## config.mk

```make
export PLATFORM = sky130hd
export DESIGN_NAME = mips_fetch_unit_flat
export DESIGN_NICKNAME = d
export VERILOG_FILES = /design/src/rtl/mips_pkg.sv /design/src/rtl/mips_fetch_unit_if.sv /design/src/rtl/fetch_queue.sv /design/src/rtl/mips_fetch_unit.sv /design/src/flat_wrapper.sv
export SDC_FILE = /design/constraint.sdc
export NUM_CORES = 1
export LEC_CHECK = 0
export CAP_MARGIN = 40
export CORE_MARGIN = 2
export CORE_UTILIZATION = 49
export DETAILED_ROUTE_END_ITERATION = 6
export GPL_TIMING_DRIVEN = 0
export PLACE_DENSITY = 0.89
export SLEW_MARGIN = 5
export SYNTH_ARGS = -nofsm -noshare
export SYNTH_HDL_FRONTEND = slang
export SYNTH_SLANG_ARGS = --single-unit
```

## constraint.sdc

```tcl
create_clock -name clk -period 5.61 [get_ports clk]
set_clock_uncertainty 0.1 [all_clocks]
set_input_delay 0.561 -clock clk [delete_from_list [all_inputs] [get_ports clk]]
set_output_delay 0.561 -clock clk [all_outputs]
set_load 0.01 [all_outputs]
```

## src/rtl/mips_pkg.sv

```systemverilog
// mips_pkg: shared fetch-stage constants and fetch-queue entry type
// Provides the default reset vector, the NOP encoding and the {pc, instr} queue entry.
package mips_pkg;
  localparam logic [31:0] RESET_VECTOR_DEFAULT = 32'h0040_0000;
  localparam logic [31:0] NOP = 32'h0000_0000;
  typedef struct packed {
    logic [31:0] pc;
    logic [31:0] instr;
  } fetch_entry_t;
endpackage

```

## src/rtl/mips_fetch_unit_if.sv

```systemverilog
// mips_fetch_unit_if: ROM, redirect and decode-handshake bundle of the fetch stage
// master: fetch unit (drives imem_addr, if_*, fault, issued_count)
// slave:  surroundings (drive imem_instr, redirect_*, if_ready)
interface mips_fetch_unit_if;
  logic [31:0] imem_addr;
  logic [31:0] imem_instr;
  logic        redirect_valid;
  logic [31:0] redirect_pc;
  logic        if_valid;
  logic        if_ready;
  logic [31:0] if_instr;
  logic [31:0] if_pc;
  logic [31:0] if_pc4;
  logic        fault;
  logic [31:0] issued_count;
  modport master (
    output imem_addr, if_valid, if_instr, if_pc, if_pc4, fault, issued_count,
    input  imem_instr, redirect_valid, redirect_pc, if_ready
  );
  modport slave (
    input  imem_addr, if_valid, if_instr, if_pc, if_pc4, fault, issued_count,
    output imem_instr, redirect_valid, redirect_pc, if_ready
  );
endinterface

```

## src/rtl/fetch_queue.sv

```systemverilog
// fetch_queue: circular FIFO of fetched {pc, instr} entries with flush
// Ports: clk, rst_n (async active-low), flush_i, push_i/push_data_i, pop_i,
//        head_o (entry at read pointer), valid_o (non-empty), full_o.
module fetch_queue
  import mips_pkg::*;
#(
  parameter int unsigned DEPTH = 2
) (
  input  logic         clk,
  input  logic         rst_n,
  input  logic         flush_i,
  input  logic         push_i,
  input  logic         pop_i,
  input  fetch_entry_t push_data_i,
  output fetch_entry_t head_o,
  output logic         valid_o,
  output logic         full_o
);
  localparam int unsigned AW = $clog2(DEPTH);
  fetch_entry_t mem_q [DEPTH];
  logic [AW-1:0] wr_q, rd_q;
  logic [AW:0]   cnt_q;
  always_ff @(posedge clk or negedge rst_n)
    if (!rst_n) begin
      wr_q  <= '0;
      rd_q  <= '0;
      cnt_q <= '0;
    end else if (flush_i) begin
      wr_q  <= '0;
      rd_q  <= '0;
      cnt_q <= '0;
    end else begin
      wr_q  <= wr_q + AW'(push_i);
      rd_q  <= rd_q + AW'(pop_i);
      cnt_q <= cnt_q + (AW+1)'(push_i) - (AW+1)'(pop_i);
    end
  always_ff @(posedge clk)
    if (push_i && !flush_i) mem_q[wr_q] <= push_data_i;
  assign head_o  = mem_q[rd_q];
  assign valid_o = |cnt_q;
  // DEPTH is a power of two, so the count MSB alone marks a full queue
  assign full_o  = cnt_q[AW];
endmodule

```

## src/rtl/mips_fetch_unit.sv

```systemverilog
// mips_fetch_unit: PC owner, ROM reader and buffered instruction feed to decode
// Ports: clk, reset (async active-low), bus (mips_fetch_unit_if.master):
//        imem_addr/imem_instr to ROM, redirect_valid/redirect_pc from execute,
//        if_valid/if_ready/if_instr/if_pc/if_pc4 to decode, sticky fault, issued_count.
module mips_fetch_unit
  import mips_pkg::*;
#(
  parameter int unsigned MEMORY_DEPTH = 32,
  parameter logic [31:0] RESET_VECTOR = RESET_VECTOR_DEFAULT,
  parameter int unsigned QUEUE_DEPTH  = 2
) (
  input logic               clk,
  input logic               reset,
  mips_fetch_unit_if.master bus
);
  localparam logic [31:0] PC_SPAN = 32'(4 * MEMORY_DEPTH);
  logic [31:0]  pc_q, pc_d, issued_q, issued_d;
  logic         fault_q, fault_d;
  logic         in_range, misaligned, push, pop, q_valid, q_full;
  fetch_entry_t head, fetched;
  // PCs below the base wrap to a huge offset, so one unsigned compare covers both ends
  assign in_range   = (pc_q - RESET_VECTOR) < PC_SPAN;
  assign misaligned = |bus.redirect_pc[1:0];
  assign pop        = q_valid && bus.if_ready && !bus.redirect_valid;
  assign push       = !bus.redirect_valid && !fault_q && in_range && (!q_full || pop);
  assign fetched    = '{pc: pc_q, instr: bus.imem_instr};
  always_comb begin
    pc_d     = bus.redirect_valid ? (misaligned ? pc_q : bus.redirect_pc) : push ? pc_q + 32'd4 : pc_q;
    fault_d  = fault_q | (bus.redirect_valid ? misaligned : !in_range);
    issued_d = issued_q + {31'b0, pop};
  end
  always_ff @(posedge clk or negedge reset)
    if (!reset) begin
      pc_q     <= RESET_VECTOR;
      fault_q  <= 1'b0;
      issued_q <= '0;
    end else begin
      pc_q     <= pc_d;
      fault_q  <= fault_d;
      issued_q <= issued_d;
    end
  fetch_queue #(.DEPTH(QUEUE_DEPTH)) u_queue (
    .clk         (clk),
    .rst_n       (reset),
    .flush_i     (bus.redirect_valid),
    .push_i      (push),
    .pop_i       (pop),
    .push_data_i (fetched),
    .head_o      (head),
    .valid_o     (q_valid),
    .full_o      (q_full)
  );
  // Head fields read as zero when the queue is empty so flushed entries never leak out
  assign bus.imem_addr    = pc_q;
  assign bus.if_valid     = q_valid;
  assign bus.if_instr     = q_valid ? head.instr : NOP;
  assign bus.if_pc        = q_valid ? head.pc : '0;
  assign bus.if_pc4       = q_valid ? head.pc + 32'd4 : '0;
  assign bus.fault        = fault_q;
  assign bus.issued_count = issued_q;
endmodule
```

## src/flat_wrapper.sv

```systemverilog
// flat-port wrapper written by rule: the top's interface ports become plain ports
module mips_fetch_unit_flat import mips_pkg::*;
#(
  parameter int unsigned MEMORY_DEPTH = 32,
  parameter logic [31:0] RESET_VECTOR = RESET_VECTOR_DEFAULT,
  parameter int unsigned QUEUE_DEPTH  = 2
)
  (clk, reset, bus_imem_addr, bus_if_valid, bus_if_instr, bus_if_pc, bus_if_pc4, bus_fault, bus_issued_count, bus_imem_instr, bus_redirect_valid, bus_redirect_pc, bus_if_ready);
  mips_fetch_unit_if bus_i ();
  input logic clk;
  input logic reset;
  output wire logic [$bits(bus_i.imem_addr)-1:0] bus_imem_addr;
  output wire logic [$bits(bus_i.if_valid)-1:0] bus_if_valid;
  output wire logic [$bits(bus_i.if_instr)-1:0] bus_if_instr;
  output wire logic [$bits(bus_i.if_pc)-1:0] bus_if_pc;
  output wire logic [$bits(bus_i.if_pc4)-1:0] bus_if_pc4;
  output wire logic [$bits(bus_i.fault)-1:0] bus_fault;
  output wire logic [$bits(bus_i.issued_count)-1:0] bus_issued_count;
  input wire logic [$bits(bus_i.imem_instr)-1:0] bus_imem_instr;
  input wire logic [$bits(bus_i.redirect_valid)-1:0] bus_redirect_valid;
  input wire logic [$bits(bus_i.redirect_pc)-1:0] bus_redirect_pc;
  input wire logic [$bits(bus_i.if_ready)-1:0] bus_if_ready;
  assign bus_imem_addr = bus_i.imem_addr;
  assign bus_if_valid = bus_i.if_valid;
  assign bus_if_instr = bus_i.if_instr;
  assign bus_if_pc = bus_i.if_pc;
  assign bus_if_pc4 = bus_i.if_pc4;
  assign bus_fault = bus_i.fault;
  assign bus_issued_count = bus_i.issued_count;
  assign bus_i.imem_instr = bus_imem_instr;
  assign bus_i.redirect_valid = bus_redirect_valid;
  assign bus_i.redirect_pc = bus_redirect_pc;
  assign bus_i.if_ready = bus_if_ready;
  mips_fetch_unit #(.MEMORY_DEPTH(MEMORY_DEPTH), .RESET_VECTOR(RESET_VECTOR), .QUEUE_DEPTH(QUEUE_DEPTH)) u_core (.clk(clk), .reset(reset), .bus(bus_i));
endmodule
```

==> flow_metrics.py, run 1 <==
metrics = {
    "power": {
        "power.density_nw_per_um2": 249,
        "peakVddDrop_mv": 0.234,
        "seqPwrFrac_pct": 54.3,
        "p_sw_mw": 0.710,
        "switching_share_pct": 23.2,
        "cellLeakagePower_nw": 4.46,
        "p_comb_share_pct": 7.4,
        "p_int_mw": 2.35,
        "p_clk_share_pct": 38.3,
    },
    "timing": {
        "hold_viol": 0,
        "fmax_ghz": 0.217,
        "setup_violations": 0,
        "rsz0062_at_grt": "no",
        "fin_crit_sh_pct": 82.2,
        "slew_viol_final": 0,
        "min_period_ns": 4.61,
        "worst_slew_margin_rel_pct": 51.3,
        "worstMarginPinSlew_ns": 0.728,
        "finalWorstSetupSlack_ns": 0.999,
        "hold_ws_ns": 0.375,
    },
    "layout": {
        "fin_area_um2": 12300,
        "nets": 1049,
        "layout.area.seq_um2": 5570,
        "syn_to_final_growth_pct": 36.0,
        "antenna_cells": 0,
        "multiInputGateArea_um2": 3220,
        "final_layout_size_suffix_gt1_share_pct": 9.51,
        "fillers": 1311,
        "fin_cells": 1217,
    },
    "worst_hold_path": {
        "min_path_type": "primary input to asynchronous set/reset pin",
    },
    "worst_setup_path": {
        "worst-setup-path-type": "register to output port",
        "crit_family": "buffers and inverters",
        "critPathRequiredTime_ns": 4.95,
        "critPathMaxFanout": 10,
        "path_cells": "buf_6 > buf_8 > buf_8 > buf_2 > mux2_2 > ha_1 > inv_1 > a211oi_2 > nand2_4 > nor4b_2 > mux2_1 > clkdlybuf4s50_1",
        "critPathLaunchType": "register",
        "rr_startpoint": "u_core.u_queue.cnt_q[1]",
        "crit_slowest_cell": "a211oi_2",
        "crit_start": "u_core.u_queue.rd_q",
        "worst-path-buf-inv": 6,
        "critPathMostFrequentCell": "buf_8",
        "max_stage_delay_ns": 0.55,
        "crit_path_end_kind": "output port",
        "critical_path_arrival_ns": 3.95,
    },
    "routing": {
        "firstDrtPassIters": 6,
        "avgRoutedWirePerCell_um": 19.8,
        "dr_total_vias": 6868,
        "drt.antenna.violating_nets": 0,
        "route.detailed.drc": 0,
        "vias_per_cell": 5.64,
        "wirelength_mm": 24.1,
        "initialDrtViolationCount": 583,
    },
    "yosys": {
        "yosys.cell_count.top_type": "edfxtp_1",
        "synth-async-reset-ratio_pct": 35.0,
        "netlist_area_um2": 9040,
        "synth-seq-cells": 197,
        "syn_nets": 797,
        "syn_avg_cell_area_um2": 12.5,
        "syn_inst": 723,
        "synth_flop_cell": "edfxtp_1",
        "yosysTopAreaCellShare_pct": 42.5,
        "synth-edff-count": 128,
        "synth_top_cell_by_area": "edfxtp_1",
        "synth_cell_types": 61,
        "yosys-top-cells-count": "edfxtp_1 (128), nor2_1 (98), nand2_1 (73)",
        "synth.yosys.seq_area_share_pct": 61.6,
        "synth_warnings": 0,
        "yosys-top-cells-area": "edfxtp_1 (43%), dfrtp_1 (19%), mux2i_1 (6.5%), nor2_1 (4.1%), nand2_1 (3.0%)",
    },
    "cts": {
        "clockRootBuffer": "clkbuf_16",
        "cts.sinks": 197,
        "clock_path_buffers": 2,
        "h-tree-depth": 4,
        "post_cts_buffers": 0,
        "tritoncts": "done",
        "ctsResizeCount": 0,
        "numCtsBuffers": 17,
        "clock_latency_ns": 0.43,
        "clkSlewWorstSetupHoldPaths_ns": 0.07,
        "cts_hold_buf": 1,
    },
    "global_routing": {
        "track_usage_pct": 24.7,
        "antenna_found_initial": 0,
        "grt_pass1_vias": 6812,
        "overflow": 0,
        "grt_max_degree": 68,
        "grt_pass1_wl_mm": 37.5,
    },
    "placement": {
        "placed_cell_area_um2": 11700,
        "io_buffer_count": 228,
        "dp_cells": 1184,
        "place_ws_ns": 1.48,
        "hpwl_mm": 18.0,
        "gp_congestion": 0.871,
    },
    "run": {
        "cap_violations": 0,
    },
    "floorplan": {
        "die_w_um": 140,
        "die_h_um": 140,
        "die_area_um2": 19600,
        "rows": 49,
        "core-area_um2": 18000,
        "io_pins": 230,
        "start_util_pct": 50.2,
    },
    "outcome": {
        "status": "finished, final reports clean",
    },
}
## power groups by stage
stage	registers, mW	logic (mW)	clock network, mW
3_5_place_dp	1.69	0.226	0
5_1_grt	1.67	0.248	1.26
3_3_place_gp	1.69	0.218	0
4_1_cts	1.66	0.229	1.19
6_report	1.66	0.226	1.17
2_1_floorplan	1.68	0.0624	0
## area by class of cell
class	instances	share of cell area (%)
Clock buffer	18	3.49
Timing Repair Buffer	233	19.4
Tap cell	229	2.33
Buffer	32	1.64
Multi-Input combinational cell	479	26.2
Sequential cell	197	45.3
Inverter	15	0.478
Clock inverter	14	1.18
## worst reg2reg max path: cells and delay by family, from the launching register on
| kind | cells | cell delay (ns) |
|---|---|---|
| fa+ha+maj | 2 | 0.48 |
| buf+inv | 2 | 0.72 |
| simple gates | 7 | 1.90 |
| flops | 1 | 0.38 |
| xor+xnor | 1 | 0.14 |
## path summary, 6_finish.rpt
| check | slack, ns | cells past startpoint | endpoint |
|---|---|---|---|
| min in group clk | 0.38 | 1 | u_core.bus.issued_count[31] |
| min | 0.38 | 2 | u_core.bus.issued_count[5] |
| max reg2reg | 1.78 | 12 | u_core.bus.issued_count[26] |
| max in group asynchronous | 4.49 | 3 | u_core.bus.imem_addr[22] |
| min reg2reg | 0.38 | 1 | u_core.bus.issued_count[31] |
| max | 1.0 | 12 | bus_if_pc4[28] |
## logic make-up after synthesis
group,Yosys count,synth area share [%]
compound gates,60,5.08
xor+xnor,45,4.36
fa+ha+maj,6,0.830
buf+inv,47,2.88
flops,197,61.6
mux,75,8.52
simple gates,293,16.7
## metrics by stage
stage	util, %	TNS, ns	power (mW)
global route	68.2	0	3.17
CTS	68.2	0	3.08
detailed placement	65.0	0	1.92
finish	68.2	0	3.06
global placement	64.4	-58.88	1.91
floorplan	-	0	1.74
## cells in the final DEF, fill, tap and decap left out, drive strengths merged, types with 16 or more instances in the layout
master	instances
and2	17
nor2	98
mux2	16
buf	23
dfrtp	68
clkdlybuf4s50	227
edfxtp	128
nand4	18
nand2	75
clkbuf	32
nand3	27
xnor2	30
mux2i	59
inv	21
## flip-flops by register name (all words and copies together), names as in the netlist
signal                   flops
u_core.bus.fault             1
u_core.bus.imem_addr        32
u_core.bus.issued_count     32
u_core.u_queue.cnt_q         2
u_core.u_queue.mem_q       128
u_core.u_queue.rd_q          1
u_core.u_queue.wr_q          1
## layer usage
layer | track usage (%) | vias up | part of all wire [%]
li1 | - | 3134 | -
met1 | 30.5 | 3318 | 39
met2 | 41.0 | 362 | 48
met3 | 8.60 | 54 | 10
met4 | 7.68 | 0 | 2.6
met5 | 0 | - | 0
Power figures use the tool's default switching activity.
==> run 2: changes to the inputs <==
--- a/config.mk
+++ b/config.mk
@@ -7,10 +7,10 @@
 export LEC_CHECK = 0
 export CAP_MARGIN = 40
 export CORE_MARGIN = 2
-export CORE_UTILIZATION = 49
+export CORE_UTILIZATION = 45
 export DETAILED_ROUTE_END_ITERATION = 6
 export GPL_TIMING_DRIVEN = 0
-export PLACE_DENSITY = 0.89
+export PLACE_DENSITY = 0.86
 export SLEW_MARGIN = 5
 export SYNTH_ARGS = -nofsm -noshare
 export SYNTH_HDL_FRONTEND = slang
==> constraint.sdc (replaced) <==
create_clock -name clk -period 3.75 [get_ports clk]
set_clock_uncertainty 0.1 [all_clocks]
set_input_delay 0.375 -clock clk [delete_from_list [all_inputs] [get_ports clk]]
set_output_delay 0.375 -clock clk [all_outputs]
set_load 0.01 [all_outputs]
==> flow_metrics.py, run 2 (same netlist as run 1, synthesis figures left out) <==
metrics = {
    "cts": {
        "clock_path_buffers": 2,
        "cts.sinks": 197,
        "numCtsBuffers": 17,
        "clkSlewWorstSetupHoldPaths_ns": 0.06,
        "clock_latency_ns": 0.44,
        "clockRootBuffer": "clkbuf_16",
        "h-tree-depth": 4,
        "tritoncts": "done",
    },
    "timing": {
        "hold_ws_ns": 0.269,
        "worst_slew_margin_rel_pct": 57.3,
        "worstMarginPinSlew_ns": 0.622,
        "slew_viol_final": 0,
        "hold_viol": 0,
        "fmax_ghz": 0.274,
        "rsz0062_at_grt": "yes",
        "min_period_ns": 3.65,
        "setup_violations": 0,
        "fin_crit_sh_pct": 97.4,
    },
    "worst_setup_path": {
        "crit_start": "u_core.u_queue.rd_q",
        "critical_path_arrival_ns": 3.18,
        "rr_startpoint": "u_core.u_queue.cnt_q[1]",
        "critPathMaxFanout": 19,
        "worst-setup-path-type": "register to output port",
        "r2r-end": "u_core.bus.issued_count[26]",
        "reg2reg_depth": 11,
        "crit_path_end": "bus_if_pc4[31]",
        "critPathRequiredTime_ns": 3.27,
        "reg2reg_slack_ns": 0.29,
        "critPathLaunchType": "register",
        "crit_path_end_kind": "output port",
    },
    "routing": {
        "initialDrtViolationCount": 551,
        "wirelength_mm": 24.2,
        "route.detailed.drc": 0,
        "drt.antenna.violating_nets": 0,
        "avgRoutedWirePerCell_um": 19.3,
        "dr_total_vias": 6732,
        "vias_per_cell": 5.36,
        "firstDrtPassIters": 7,
    },
    "layout": {
        "layout_commonest_cell": "clkdlybuf4s50_1",
        "fin_area_um2": 12400,
        "max_flop_register": "u_core.u_queue.mem_q",
        "final_layout_size_suffix_gt1_share_pct": 10.1,
        "final_cell_mix": "clkdlybuf4s50_1 (217), edfxtp_1 (128), nor2_1 (96)",
        "fillers": 1492,
        "antenna_cells": 0,
        "fin_cells": 1256,
        "largest_reg_flops": 128,
        "syn_to_final_growth_pct": 37.6,
        "nets": 1052,
    },
    "outcome": {
        "status": "finished, final reports clean",
    },
    "floorplan": {
        "rows": 51,
        "core-area_um2": 19600,
        "io_pins": 230,
        "start_util_pct": 46.2,
        "die_h_um": 146,
        "die_area_um2": 21200,
        "die_w_um": 146,
    },
    "power": {
        "power_mw": 4.69,
        "cellLeakagePower_nw": 4.65,
        "power.density_nw_per_um2": 377,
        "peakVddDrop_mv": 0.311,
    },
    "global_routing": {
        "grt_pass1_vias": 6701,
        "grt_pass1_wl_mm": 37.5,
        "track_usage_pct": 22.7,
        "overflow": 0,
        "grt_max_degree": 55,
        "antenna_found_initial": 0,
    },
    "worst_hold_path": {
        "holdPathStages": 3,
        "min_path_type": "primary input to register",
    },
    "placement": {
        "io_buffer_count": 228,
        "hpwl_mm": 18.1,
        "placed_cell_area_um2": 11800,
        "gp_congestion": 0.848,
        "dp_cells": 1220,
    },
    "run": {
        "cap_violations": 0,
    },
}
-- run 2: cell count changes in the layout (fill, tap and decap cells not counted), moves of 2 or more --
cell / delta
buf_4: +5
bufinv_16: +2
clkbuf_1: -2
clkdlybuf4s50_1: -10
clkinv_1: +4
clkinv_4: -3
dlygate4sd2_1: +3
dlymetal6s2s_1: +7
inv_6: +2
inv_8: -3
-- run 2: worst min path at each step --
stage | startpoint | to | slack (ns)
5_1_grt | bus_redirect_valid | u_core.bus.imem_addr[9] | 0.28
2_1_floorplan | reset | u_core.bus.fault | -0.02
6_report | bus_redirect_valid | u_core.bus.imem_addr[9] | 0.27
3_5_place_dp | reset | u_core.bus.issued_count[5] | 0.25
3_3_place_gp | u_core.bus.issued_count[31] | u_core.bus.issued_count[31] | 0.36
4_1_cts | bus_redirect_valid | u_core.bus.imem_addr[9] | 0.27
-- run 2: critical path, cell delays in order, from the launching register on --
cell,delay [ns]
dfrtp_1,0.34
buf_6,0.14
buf_8,0.14
buf_8,0.20
nand3_1,0.11
a221oi_2,0.36
nand4_2,0.23
nor4b_2,0.36
mux2_2,0.36
clkdlybuf4s50_1,0.51
-- run 2: layer usage --
metal  wire length, µm  part of all wire (%)  global-route usage, %  up-vias
li1                  -                     -                      -     3131
met1              9680                    40                   28.1     3268
met2             11800                    49                   37.7      302
met3              2470                    10                   7.96       31
met4               327                   1.3                   6.67        0
met5                 0                     0                      0        -
-- run 2: metrics by stage --
stage                     setup WS [ns]  TNS, ns  util, %
after floorplan                  0.0316        0        -
after global placement            -1.09  -131.43     59.5
after detailed placement         -0.183   -0.869     60.0
after CTS                       0.00567        0     63.2
after global routing            -0.0414  -0.0952     63.5
final                            0.0967        0     63.5
-- run 2: repair_timing --
action	4_1_cts	5_1_grt
resized for setup	6	11
endpoints found under the hold margin	34	0
gates cloned	0	0
setup buffers	1	4
hold buffers	1	0
setup endpoints to repair	18	14
pin swaps	1	2
-- run 2: where the power goes --
part | internal (mW) | switching (mW)
Clock | 1.05 | 0.808
Combinational | 0.198 | 0.139
Sequential | 2.39 | 0.110
Total | 3.64 | 1.06
-- run 2: cell type report --
| type | instances | area (µm²) | share of cell area [%] |
|---|---|---|---|
| Buffer | 30 | 193 | 1.55 |
| Clock buffer | 17 | 425 | 3.42 |
| Clock inverter | 15 | 173 | 1.39 |
| Inverter | 15 | 58.8 | 0.473 |
| Multi-Input combinational cell | 479 | 3260 | 26.2 |
| Sequential cell | 197 | 5570 | 44.8 |
| Tap cell | 265 | 332 | 2.67 |
| Timing Repair Buffer | 238 | 2430 | 19.5 |
==> run 3: changes to the inputs <==
--- a/config.mk
+++ b/config.mk
@@ -5,8 +5,8 @@
 export SDC_FILE = /design/constraint.sdc
 export NUM_CORES = 1
 export LEC_CHECK = 0
-export CAP_MARGIN = 40
-export CORE_MARGIN = 2
+export CAP_MARGIN = 10
+export CORE_MARGIN = 3
 export CORE_UTILIZATION = 45
 export DETAILED_ROUTE_END_ITERATION = 6
 export GPL_TIMING_DRIVEN = 0
==> flow_metrics.py, run 3 (same netlist as run 1, synthesis figures left out) <==
metrics = {
    "timing": {
        "hold_viol": 0,
        "slew_viol_final": 0,
        "rsz0062_at_grt": "yes",
        "worst_slew_margin_rel_pct": 57.6,
        "finalWorstSetupSlack_ns": 0.0312,
        "setup_violations": 0,
        "fmax_ghz": 0.269,
        "min_period_ns": 3.72,
        "fin_crit_sh_pct": 99.2,
        "worstMarginPinSlew_ns": 0.636,
    },
    "outcome": {
        "status": "finished, final reports clean",
    },
    "worst_setup_path": {
        "reg2reg_depth": 11,
        "crit_slowest_cell": "clkdlybuf4s50_1",
        "critPathLaunchType": "register",
        "crit_start": "u_core.u_queue.rd_q",
        "path_cells": "buf_6 > buf_8 > buf_8 > mux2_2 > ha_1 > inv_1 > a211oi_4 > nand2_4 > nor3_2 > mux2_2 > clkdlybuf4s50_1",
        "worst-path-buf-inv": 5,
        "crit_path_end": "bus_if_pc4[26]",
        "critical_path_arrival_ns": 3.24,
        "worst-setup-path-type": "register to output port",
        "r2r-end": "u_core.bus.issued_count[26]",
        "crit_path_end_kind": "output port",
        "reg2reg_slack_ns": 0.43,
        "max_stage_delay_ns": 0.50,
        "cp_num_cells": 11,
        "critPathMaxFanout": 19,
        "rr_startpoint": "u_core.u_queue.cnt_q[1]",
        "crit_family": "buffers and inverters",
        "critPathRequiredTime_ns": 3.27,
    },
    "global_routing": {
        "overflow": 0,
        "track_usage_pct": 22.5,
        "antenna_found_initial": 1,
        "grt_pass1_vias": 6831,
        "grt_max_degree": 69,
        "grt_pass1_wl_mm": 38.4,
    },
    "floorplan": {
        "die_area_um2": 21800,
        "start_util_pct": 46.2,
        "die_w_um": 148,
        "core-area_um2": 19600,
        "rows": 51,
        "die_h_um": 148,
        "io_pins": 230,
    },
    "routing": {
        "initialDrtViolationCount": 549,
        "avgRoutedWirePerCell_um": 19.7,
        "wirelength_mm": 24.8,
        "firstDrtPassIters": 7,
        "drt.antenna.violating_nets": 0,
        "dr_total_vias": 6697,
        "route.detailed.drc": 0,
        "vias_per_cell": 5.33,
    },
    "layout": {
        "syn_to_final_growth_pct": 38.0,
        "layout_commonest_cell": "clkdlybuf4s50_1",
        "final_layout_size_suffix_gt1_share_pct": 10.6,
        "max_flop_register": "u_core.u_queue.mem_q",
        "fin_cells": 1256,
        "antenna_cells": 0,
        "fin_util_pct": 63.7,
        "final_cell_mix": "clkdlybuf4s50_1 (217), edfxtp_1 (128), nor2_1 (96)",
        "nets": 1052,
        "largest_reg_flops": 128,
    },
    "cts": {
        "clock_path_buffers": 2,
        "cts.sinks": 197,
        "tritoncts": "done",
        "numCtsBuffers": 17,
        "clkSlewWorstSetupHoldPaths_ns": 0.07,
        "h-tree-depth": 4,
        "clockRootBuffer": "clkbuf_16",
        "clock_latency_ns": 0.44,
    },
    "power": {
        "peakVddDrop_mv": 0.344,
        "power_mw": 4.73,
        "cellLeakagePower_nw": 4.64,
        "power.density_nw_per_um2": 379,
    },
    "placement": {
        "place_ws_ns": -0.232,
        "gp_congestion": 0.873,
        "dp_cells": 1220,
        "io_buffer_count": 228,
        "hpwl_mm": 18.0,
    },
    "run": {
        "cap_violations": 0,
    },
    "worst_hold_path": {
        "min_path_type": "primary input to asynchronous set/reset pin",
    },
}
-- run 3: per-layer routing --
layer,GRT usage (%),up-vias,routed length (µm)
li1,-,3127,-
met4,7.22,2,510
met3,7.97,40,2540
met5,0,-,13
met1,28.0,3221,9870
met2,37.1,307,11900
-- run 3: report_power, final --
group          switching, mW  internal, mW
Clock                  0.838          1.07
Sequential             0.102          2.39
Combinational          0.140         0.199
-- run 3: worst reg2reg max path, stage by stage, from the launching register on --
cell and delay (ns):
dfrtp_1 0.39, nor2_2 0.14, clkinvlp_4 0.29, nand2_1 0.16, nor2_1 0.23, ha_1 0.25
ha_1 0.22, nand4_1 0.22, nor4_2 0.60, and3_1 0.32, nand4_1 0.13, xnor2_1 0.15
-- run 3: area by class of cell --
cell class              instances  area, µm²
fillers                      1459       7110
flip-flops and latches        197       5570
multi-input cells             479       3260
repair buffers                238       2440
clock buffers                  17        425
well taps                     265        332
plain buffers                  30        194
clock inverters                15        193
inverters                      15       62.6
-- run 3: worst min path at each step --
stage,from,to,cells after the start
after floorplan,reset,u_core.bus.fault,0
after global placement,u_core.bus.issued_count[26],u_core.bus.issued_count[26],1
after detailed placement,reset,u_core.bus.issued_count[8],1
after CTS,reset,u_core.bus.issued_count[8],2
after global routing,reset,u_core.bus.issued_count[8],2
final,reset,u_core.bus.issued_count[8],2
-- run 3: repair_timing --
action / in CTS / in global routing
pin swaps: 1 / 1
setup buffers: 3 / 2
hold buffers: 1 / 0
gates cloned: 0 / 0
gates resized for setup: 10 / 9
hold endpoints to repair: 68 / 0
setup endpoints to repair: 21 / 17
-- run 3: stage by stage --
stage / hold WS, ns / setup TNS (ns) / cell area [µm²]
global route: 0.152 / -0.190 / 12500
global placement: 0.384 / -135.28 / 11700
CTS: 0.151 / 0 / 12400
detailed placement: 0.0744 / -0.888 / 11800
floorplan: -0.0206 / 0 / 9040
finish: 0.169 / 0 / 12500
